==> src/rtl/idct_pkg.sv <==
// Shared widths, fixed-point constants and the IDCT basis table for the 8-point
// serial inverse DCT.
package idct_pkg;

  localparam int BWI_DEF    = 12;
  localparam int BWO_DEF    = 10;
  localparam int CW_DEF     = 9;
  localparam int ACCW_DEF   = BWI_DEF + 12;
  localparam int N_PTS      = 8;
  localparam int FRAC_SHIFT = 8;
  localparam int ROUND_OFS  = 128;
  localparam int DC_MAG     = 91;

  typedef logic [2:0] idx_t;

  // round(128*cos(m*pi/16)) for m = 0..8
  function automatic int cos_mag(input int m);
    int r;
    case (m)
      0:       r = 128;
      1:       r = 126;
      2:       r = 118;
      3:       r = 106;
      4:       r = 91;
      5:       r = 71;
      6:       r = 49;
      7:       r = 25;
      default: r = 0;
    endcase
    return r;
  endfunction

  // C[n][k]: fold (2n+1)k into the first quadrant of the cosine and track the sign
  function automatic int c_coef(input int n, input int k);
    int m;
    int r;
    if (k == 0) begin
      r = DC_MAG;
    end else begin
      m = ((2 * n + 1) * k) % 32;
      if (m > 16) m = 32 - m;
      if (m > 8) r = -cos_mag(16 - m);
      else       r = cos_mag(m);
    end
    return r;
  endfunction

endpackage

==> src/rtl/idct_mac_lane.sv <==
// One output lane of the serial IDCT: multiplies each coefficient by its basis
// constant, accumulates, and latches the rounded/saturated sample at frame close.
module idct_mac_lane
  import idct_pkg::*;
#(
  parameter int ROW  = 0,
  parameter int BWi  = BWI_DEF,
  parameter int BWo  = BWO_DEF,
  parameter int CW   = CW_DEF,
  parameter int ACCW = ACCW_DEF
) (
  input  logic                   clk,
  input  logic                   rst,
  input  logic                   enb,
  input  idx_t                   k_idx,
  input  logic signed [BWi-1:0]  x,
  output logic signed [BWo-1:0]  y
);

  localparam int PW = CW + BWi;
  localparam logic signed [ACCW-1:0] SAT_HI = ACCW'((2 ** (BWo - 1)) - 1);
  localparam logic signed [ACCW-1:0] SAT_LO = ACCW'(-(2 ** (BWo - 1)));

  logic signed [CW-1:0]   coef;
  logic signed [PW-1:0]   prod;
  logic signed [ACCW-1:0] prod_ext;
  logic signed [ACCW-1:0] acc;
  logic signed [ACCW-1:0] acc_base;
  logic signed [ACCW-1:0] sum;
  logic signed [ACCW-1:0] rounded;
  logic signed [BWo-1:0]  sat_y;
  logic                   first_beat;
  logic                   last_beat;

  assign first_beat = (k_idx == idx_t'(0));
  assign last_beat  = (k_idx == idx_t'(N_PTS - 1));

  always_comb begin
    coef = CW'(c_coef(ROW, int'(k_idx)));
  end

  assign prod     = coef * x;
  assign prod_ext = {{(ACCW - PW){prod[PW-1]}}, prod};
  // A k=0 beat restarts the sum, which is also how a mid-frame sync drops the partial frame
  assign acc_base = first_beat ? '0 : acc;
  assign sum      = acc_base + prod_ext;
  assign rounded  = (sum + ACCW'(ROUND_OFS)) >>> FRAC_SHIFT;

  always_comb begin
    if (rounded > SAT_HI)      sat_y = BWo'(SAT_HI);
    else if (rounded < SAT_LO) sat_y = BWo'(SAT_LO);
    else                       sat_y = BWo'(rounded);
  end

  always_ff @(posedge clk) begin
    if (rst) begin
      acc <= '0;
      y   <= '0;
    end else if (enb) begin
      acc <= sum;
      if (last_beat) y <= sat_y;
    end
  end

endmodule

==> src/rtl/idct_1d_serial.sv <==
// 8-point 1-D inverse DCT, serial in / serial out: eight MAC lanes fed in
// parallel, results streamed out one sample per enabled beat a frame later.
module idct_1d_serial
  import idct_pkg::*;
#(
  parameter int BWi  = BWI_DEF,
  parameter int BWo  = BWO_DEF,
  parameter int CW   = CW_DEF,
  parameter int ACCW = BWi + 12
) (
  input  logic                   clk,
  input  logic                   rst,
  input  logic                   enb,
  input  logic                   sync,
  input  logic signed [BWi-1:0]  idct_in,
  output logic signed [BWo-1:0]  idct_out,
  output logic                   idct_valid,
  output logic                   idct_sof
);

  idx_t                  in_cnt;
  idx_t                  out_cnt;
  idx_t                  k_idx;
  logic                  frame_close;
  logic                  valid_q;
  logic signed [BWo-1:0] lane_y [N_PTS];

  // sync forces the current beat to be X[0] regardless of where the counter was
  assign k_idx       = sync ? idx_t'(0) : in_cnt;
  assign frame_close = (k_idx == idx_t'(N_PTS - 1));

  always_ff @(posedge clk) begin
    if (rst) begin
      in_cnt  <= '0;
      out_cnt <= '0;
      valid_q <= 1'b0;
    end else if (enb) begin
      in_cnt  <= k_idx + idx_t'(1);
      out_cnt <= frame_close ? idx_t'(0) : out_cnt + idx_t'(1);
      if (frame_close) valid_q <= 1'b1;
    end
  end

  for (genvar n = 0; n < N_PTS; n++) begin : g_lane
    idct_mac_lane #(
      .ROW  (n),
      .BWi  (BWi),
      .BWo  (BWo),
      .CW   (CW),
      .ACCW (ACCW)
    ) u_lane (
      .clk   (clk),
      .rst   (rst),
      .enb   (enb),
      .k_idx (k_idx),
      .x     (idct_in),
      .y     (lane_y[n])
    );
  end

  assign idct_out   = lane_y[out_cnt];
  assign idct_valid = valid_q;
  assign idct_sof   = valid_q && (out_cnt == idx_t'(0));

endmodule

==> config.mk <==
export PLATFORM = sky130hd
export DESIGN_NAME = idct_1d_serial
export DESIGN_NICKNAME = d
export VERILOG_FILES = /design/src/rtl/idct_pkg.sv /design/src/rtl/idct_mac_lane.sv /design/src/rtl/idct_1d_serial.sv
export SDC_FILE = /design/constraint.sdc
export NUM_CORES = 2
export LEC_CHECK = 0
export ABC_AREA = 1
export CORE_ASPECT_RATIO = 1.75
export CORE_MARGIN = 2
export CORE_UTILIZATION = 66
export DETAILED_ROUTE_END_ITERATION = 7
export PLACE_DENSITY = 0.82
export SYNTH_ARGS = -nofsm -noshare
export SYNTH_HDL_FRONTEND = slang
export SYNTH_HIERARCHICAL = 1
export SYNTH_SLANG_ARGS = --single-unit
==> constraint.sdc <==
create_clock -name clk -period 27 [get_ports clk]
set_input_delay 6.75 -clock clk [delete_from_list [all_inputs] [get_ports clk]]
set_output_delay 6.75 -clock clk [all_outputs]
set_load 0.005 [all_outputs]
## Word level (Yosys, flattened, before mapping)

Memories as Yosys holds them, arrays and structs flattened.
Cells that the tools add are included.

- Flip-flop bits (word level): 279
- Bits in read-only memories: 1024
- Bits of input ports: 16
- Output and inout bits: 12
- Logic and storage cells: 255
- Memories kept: 16

- $add $sub $neg: 42
- Multiply operators: 15
- Magnitude comparators: 33
- Eq/ne operators: 1
- Mux-type cells: 93
- Bitwise gates (word level): 8
- Reductions and logical operators: 28

Memories:

| memory | words | bits a word | rd ports | clocked after Yosys merged registers in | write ports | RTL line | text |
|---|---|---|---|---|---|---|---|
| (no name shown) | 8 | 8 | 1 | 0 | 0 | idct_pkg.sv:19 | `case (m)` |
| (no name shown) | 8 | 8 | 1 | 0 | 0 | idct_pkg.sv:19 |  |
| (no name shown) | 8 | 8 | 1 | 0 | 0 | idct_pkg.sv:19 |  |
| (no name shown) | 8 | 8 | 1 | 0 | 0 | idct_pkg.sv:19 |  |
| (no name shown) | 8 | 8 | 1 | 0 | 0 | idct_pkg.sv:19 |  |
| (no name shown) | 8 | 8 | 1 | 0 | 0 | idct_pkg.sv:19 |  |
| +10 memories | n/a | n/a | n/a | n/a | n/a | n/a |  |

Operators with widths:

| cell | count |
|---|---|
| $mux W32 | 16 |
| $logic_not A29 Y1 | 16 |
| $mux W9 | 48 |
| $gt A32 B5 Y1 const B | 8 |
| $sub A6 B32 Y32 const A | 8 |
| $add A24 B21 Y24 | 8 |
| $add A24 B9 Y24 const B | 8 |
| $mux W24 | 8 |
| $mux W10 | 18 |
| $mul A9 B12 Y21 | 8 |
| $gt A16 B10 Y1 const B | 8 |
| $lt A16 B10 Y1 const B | 8 |
| $neg A9 Y9 | 8 |
| $sub A7 B6 Y8 const A | 7 |
| $gt A6 B6 Y1 const B | 7 |
| $reduce_or A5 Y1 | 7 |
| $bmux W10 S3 | 1 |
| $mul A4 B3 Y5 const A | 4 |
| $mul A3 B3 Y5 const A | 2 |
| $logic_not A3 Y1 | 3 |
| $and A1 B1 Y1 const A | 7 |
| $sub A6 B3 Y7 const A | 1 |
| $add A3 B1 Y3 const B | 2 |
| $mux W3 | 2 |
| other kinds (7) | 7 |

## Longest topological paths before layout

- Word-level depth: 21
- Gate-level depth with buffers: 61
- Gate-level depth less buffers: 59

## Modules after synthesis

Netlist, hierarchy kept.

Modules (own cells, without submodules):

| module | instances | cells an instance | area an instance (um2) |
|---|---|---|---|
| idct_mac_lane at g_lane[5].u_lane | 1 | 1218 | 8320.5 |
| idct_mac_lane at g_lane[7].u_lane | 1 | 1208 | 8270.4 |
| idct_mac_lane at g_lane[6].u_lane | 1 | 1208 | 8267.9 |
| idct_mac_lane at g_lane[3].u_lane | 1 | 1158 | 8229.1 |
| idct_mac_lane at g_lane[2].u_lane | 1 | 1174 | 8101.5 |
| idct_mac_lane at g_lane[1].u_lane | 1 | 1176 | 8007.7 |
| idct_mac_lane at g_lane[4].u_lane | 1 | 1133 | 7843.8 |
| idct_mac_lane at g_lane[0].u_lane | 1 | 1027 | 7240.7 |
| idct_1d_serial | 1 | 308 | 1431.4 |

## Worst setup path before layout

No wires, ideal clock.

- Kind: input port to flip-flop
- From: input sync
- To: register g_lane[3].u_lane.y[0]
- Data arrival time: 18.362 ns
- Required time: 26.870 ns
- Slack: 8.508 ns
- Stages: 49
- Path through: nor2_1 -> buf_6 -> inv_1 -> fa_1 -> inv_1 -> ha_1 -> fa_1 -> inv_1 -> nand2_1 -> nor2_1 -> nor3_1 -> xor2_1 -> inv_1 -> ha_1 -> inv_1 -> nand2_1 -> a21oi_1 -> nor3_2 -> [... 13 more ...] -> fa_1 -> inv_1 -> ha_1 -> nand2_1 -> inv_1 -> nand2_1 -> nor2_1 -> nand4_1 -> nand3_1 -> nand2_1 -> nand2_1 -> inv_1 -> nor3_2 -> nand4_1 -> nand2_1 -> inv_2 -> a21oi_4 -> a21oi_2

- Word-level cells in the longest chain between the ends: 21

RTL lines:

| what | RTL line | text |
|---|---|---|
| start: declaration | idct_1d_serial.sv:14 | `input logic sync,` |
| $mux W3 * | idct_1d_serial.sv:29 | `assign k_idx = sync ? idx_t'(0) : in_cnt;` |
| $mul A3 B3 Y5 | idct_pkg.sv:40 | `m = ((2 * n + 1) * k) % 32;` |
| $reduce_or A5 Y1 (no line) | n/a |  |
| $and A1 B1 Y1 (no line) | n/a |  |
| $gt A6 B6 Y1 / $sub A7 B6 Y8 (equally long branches) | idct_pkg.sv:41 | `if (m > 16) m = 32 - m;` |
| $mux W32 | idct_pkg.sv:41 |  |
| $mux W32 | idct_pkg.sv:37 | `if (k == 0) begin` |
| $sub A6 B32 Y32 | idct_pkg.sv:42 | `if (m > 8) r = -cos_mag(16 - m);` |
| [... 5 more ...] | n/a |  |
| $mux W9 | idct_pkg.sv:42 |  |
| $mux W9 | idct_pkg.sv:37 |  |
| $mul A9 B12 Y21 | idct_mac_lane.sv:42 | `assign prod = coef * x;` |
| $add A24 B21 Y24 | idct_mac_lane.sv:46 | `assign sum = acc_base + prod_ext;` |
| $add A24 B9 Y24 | idct_mac_lane.sv:47 | `assign rounded = (sum + ACCW'(ROUND_OFS)) >>> FRAC_SHIFT;` |
| $lt A16 B10 Y1 | idct_mac_lane.sv:51 | `else if (rounded < SAT_LO) sat_y = BWo'(SAT_LO);` |
| $mux W10 | idct_mac_lane.sv:51 |  |
| $mux W10 | idct_mac_lane.sv:50 | `if (rounded > SAT_HI) sat_y = BWo'(SAT_HI);` |
| end signal: assignment | idct_mac_lane.sv:61 | `if (last_beat) y <= sat_y;` |
| end: declaration | idct_mac_lane.sv:17 | `output logic signed [BWo-1:0] y` |

Mark *: on every way between the ends. The rest lies on a longest branch, timed or not. The select of a mux whose other input is x is not followed.
A chain may end at the register's enable or synchronous reset.

## Final worst setup path

- From: input sync
- To: register g_lane[3].u_lane.y[7]

- Word-level cells in the longest chain between the ends: 21

RTL lines:

| what | RTL line | text |
|---|---|---|
| $mux W3 * | idct_1d_serial.sv:29 |  |
| net k_idx[1] | idct_1d_serial.sv:23 | `idx_t k_idx;` |
| $mul A3 B3 Y5 | idct_pkg.sv:40 |  |
| $reduce_or A5 Y1 (no line) | n/a |  |
| $and A1 B1 Y1 (no line) | n/a |  |
| $gt A6 B6 Y1 / $sub A7 B6 Y8 (equally long branches) | idct_pkg.sv:41 |  |
| $mux W32 | idct_pkg.sv:41 |  |
| $mux W32 | idct_pkg.sv:37 |  |
| [... 6 more ...] | n/a |  |
| $mux W9 | idct_pkg.sv:42 |  |
| $mux W9 | idct_pkg.sv:37 |  |
| $mul A9 B12 Y21 | idct_mac_lane.sv:42 |  |
| $add A24 B21 Y24 | idct_mac_lane.sv:46 |  |
| $add A24 B9 Y24 | idct_mac_lane.sv:47 |  |
| $lt A16 B10 Y1 | idct_mac_lane.sv:51 |  |
| $mux W10 | idct_mac_lane.sv:51 |  |
| $mux W10 | idct_mac_lane.sv:50 |  |

The timed path passes the listed nets; every way through them passes the cells marked *. The select of a mux whose other input is x is not followed.

==> implementation parameters <==
Parameter                              Value

Critical path
  Startpoint of the worst-slack reg-to-reg timing path ... in_cnt[1]
  Family with the most delay on the worst path ... adder cells
  Number of cells traversed by the worst register-to-register path ... between 50 and 60
  Arrival time at the worst endpoint ... 18080 ps
  Number of stages on the worst setup path ... 51
  Kind of start point of the critical path ... input port
  Worst R2R End ... g_lane[3].u_lane/y[7]
  Largest fanout of any net on the critical path ... 28
  Peak per-stage delay on the critical path ... 740 ps
  Register-to-Register Setup Slack ... 15750 ps
  Launch point of the critical path ... sync
  Library cell contributing the largest single delay on the critical path ... fa_1
  Worst Setup End Kind ... flop
  Type of the setup path with the least slack ... input port to flop
  Capturing instance or port of the critical path ... g_lane[3].u_lane/y[7]
  Required time worst endpoint ... 27480 ps
  Cell seen most often among critical-path stages ... inv_1
  Number of buffer and inverter stages on the critical path ... 13

Clock tree
  Clock latency at the later pin of the worst-skew pair ... 610 ps
  Number of gates resized after cts ... 0
  TritonCTS sink count ... 279
  Total clock buffers created by CTS ... 39
  Post-CTS setup buffer count ... 0
  Clock edge transition at the registers on the reported setup and hold paths ... approximately 60 ps
  TritonCTS clock tree ... yes
  Clock Tree Root ... clkbuf_16
  Number of buffers on the longest clock path ... 3
  Clock H-tree levels ... 2
  Number of hold buffers added after CTS ... 0

Final layout
  Highest-count cells in the layout ignoring fill and taps ... inv_1, nand2_1, fa_1, nor2_1, ha_1
  Leading cell type in the layout, fill and taps excluded ... inv_1
  Count of filler cells inserted in the layout ... 8634
  Layout Area Growth over Synthesis ... 4.27%
  Share of cells above drive strength 1 ... 0.0692
  Number of nets in the layout ... ~11000

Synthesis
  Yosys Warn Count ... 6
  Flip-flop cell with the highest count after synthesis ... dfxtp_1
  Sequential share of the synthesized area ... 0.0850
  Number of enable-type register cells in the synthesized netlist ... 0
  Total nets after synthesis ... 11100
  Instance count of the mapped netlist ... 9610
  Synth unique cells ... 68
  Share of the synthesized area in the top cell type ... 0.278
  Syn_area_per_cell ... 6.84 um^2
  Library cell with the largest summed area after synthesis ... fa_1
  Synthesized-area fraction occupied by ao, oa, aoi and oai cells ... 0.0732
  Post-synthesis xor/xnor area fraction ... 0.0198
  Simple-gate share of the synthesized area ... 0.265
  Mux cell area share after synthesis ... 0
  Adder-Cell Fraction of Synth Area ... 0.390
  Top cells by area, synth ... fa_1, inv_1, nand2_1
  Area of the mapped netlist ... 65700 um^2
  Share of flip-flops with an asynchronous set or reset after synthesis ... 0
  Register bit total from synthesis ... between 200 and 300
  Dominant combinational cell family by area after synthesis ... adder cells

Floorplanning
  Die Footprint ... 102000 um^2
  Count of standard-cell rows ... 153
  Boundary Pins ... 28
  Height of the die ... 421 um
  X dimension of the die ... 243 um
  Initial core utilization ... 0.664
  Core area ... approximately 99000 um^2

Timing
  RSZ-0062 raised after global routing ... no
  Final Hold Violating Endpoints ... 0
  Max Fclk ... 0.0568 GHz
  Total negative slack ... 0 ps
  Tightest slew margin relative to the limit ... 0.147
  Clock Skews ... 29.3 ps
  Final setup violation count ... 0
  Max-slew violation total from the final report ... 0
  Transition time at the pin with the least slew margin ... around 1300 ps
  Period utilization ... 0.652
  Min Clock Period, post-route ... 17610 ps

Placement
  Half-perimeter wire length of the detailed placement result ... 156 mm
  I/O Buffers ... 27
  Gp weighted congestion ... slightly below 1

GRT
  Overall track demand over capacity in global routing ... 0.382
  Global-route wire length before repair ... 311 mm
  Vias in the first global route ... around 63000
  Largest net degree at the start of global routing ... 106
  Total gr overflow ... 0
  Initial antenna violation count ... 4

Detailed routing
  DR pass1 iterations ... 6
  Antenna-violating nets left ... 0
  Number of remaining DRC errors ... 0
  Vias per inst ... 5.49
  Total wire length ... approximately 190 mm
  Routed vias ... roughly 60000
  Average wire per standard cell ... 17.6 um
  DRT iter0 DRCs ... 3453

Outcome
  Status ... finished, final reports clean

Flow run
  Max-cap violation count ... 0

Hold path
  Worst Hold Class ... flop to flop
==> Yosys cell counts (5+ instances only) <==
master,count
a21oi_1,422
a21oi_2,38
a21oi_4,10
and2_1,9
buf_1,14
buf_2,16
buf_4,7
buf_6,11
clkbuf_1,101
clkinv_1,20
conb_1,6
dfxtp_1,279
fa_1,912
ha_1,591
inv_1,2614
inv_2,79
nand2_1,2020
nand2_2,174
nand2_4,21
nand3_1,460
nand3_2,45
nand3b_1,12
nand4_1,111
nor2_1,861
nor2_2,91
nor2_4,32
nor3_1,60
nor3_2,17
o211ai_1,17
o21ai_0,322
o21ai_1,14
o21bai_1,11
o31ai_1,8
or2_2,5
xnor2_1,41
xor2_1,98
==> stage by stage <==
step           cells  utilization  hold WS (ps)  worst slack [ps]  instance area [um^2]
4_1_cts        10900        0.692           456              9370                 68500
6_report       10900        0.692           455              9390                 68500
3_5_place_dp   10800        0.679           447              8780                 67200
2_1_floorplan   9610            -           430              8510                 65700
3_3_place_gp   10800        0.679           442              8900                 67200
5_1_grt        10900        0.692           478              8630                 68500
==> state kept, by name, indices dropped and copies added, names as in the netlist <==
signal,count
out_cnt,3
g_lane.u_lane/y,80
idct_valid,1
in_cnt,3
g_lane.u_lane/acc,192
==> per-layer routing <==
metal	vias up	share of wire	track usage
met1	28300	0.33	0.381
met2	2260	0.51	0.697
met4	6	0.099	0.314
met5	-	0.00025	0
li1	28400	-	-
met3	1057	0.060	0.0554
==> worst reg2reg max path: cells and delay by family, from the launching register on <==
| family | cells | cell delay [ps] |
|---|---|---|
| DFF | 1 | 300 |
| and+or+nand+nor | 24 | 3120 |
| buffers and inverters | 13 | 1600 |
| adders and majority gates | 10 | 5140 |
| AOI/OAI and AO/OA | 3 | 630 |
| xor gates and xnor gates | 1 | 340 |
==> cells by family (layout without fill, tap and decap cells) <==
group	Yosys count	after routing
AOI/OAI and AO/OA	868	868
xor gates and xnor gates	144	144
adders and majority gates	1503	1503
buffers and inverters	2867	2851
DFF	279	279
other	6	7
and+or+nand+nor	3943	3943
==> layout make-up <==
cell class / instances / area, um^2 / area share
flip-flops and latches: 279 / 5590 / 0.0815
inverters: 2716 / 10200 / 0.149
repair buffers: 68 / 527 / 0.00769
clock inverters: 15 / 185 / 0.00270
diodes: 1 / 2.50 / 0.0000365
multi-input cells: 6464 / 49300 / 0.719
clock buffers: 52 / 1120 / 0.0163
well taps: 1317 / 1650 / 0.0240
==> worst min path at each step <==
stage	startpoint	to	slack, ps	cells past startpoint
2_1_floorplan	g_lane[0].u_lane/acc[0]	g_lane[0].u_lane/acc[0]	430	2
3_3_place_gp	g_lane[0].u_lane/acc[0]	g_lane[0].u_lane/acc[0]	440	2
4_1_cts	g_lane[3].u_lane/acc[0]	g_lane[3].u_lane/acc[0]	460	2
6_report	g_lane[3].u_lane/acc[0]	g_lane[3].u_lane/acc[0]	460	2
5_1_grt	g_lane[3].u_lane/acc[1]	g_lane[3].u_lane/acc[1]	480	2
3_5_place_dp	g_lane[3].u_lane/acc[0]	g_lane[3].u_lane/acc[0]	450	2
Power is not shown: default switching activity piles up to over one toggle a cycle in this logic, so the estimate is an artifact.
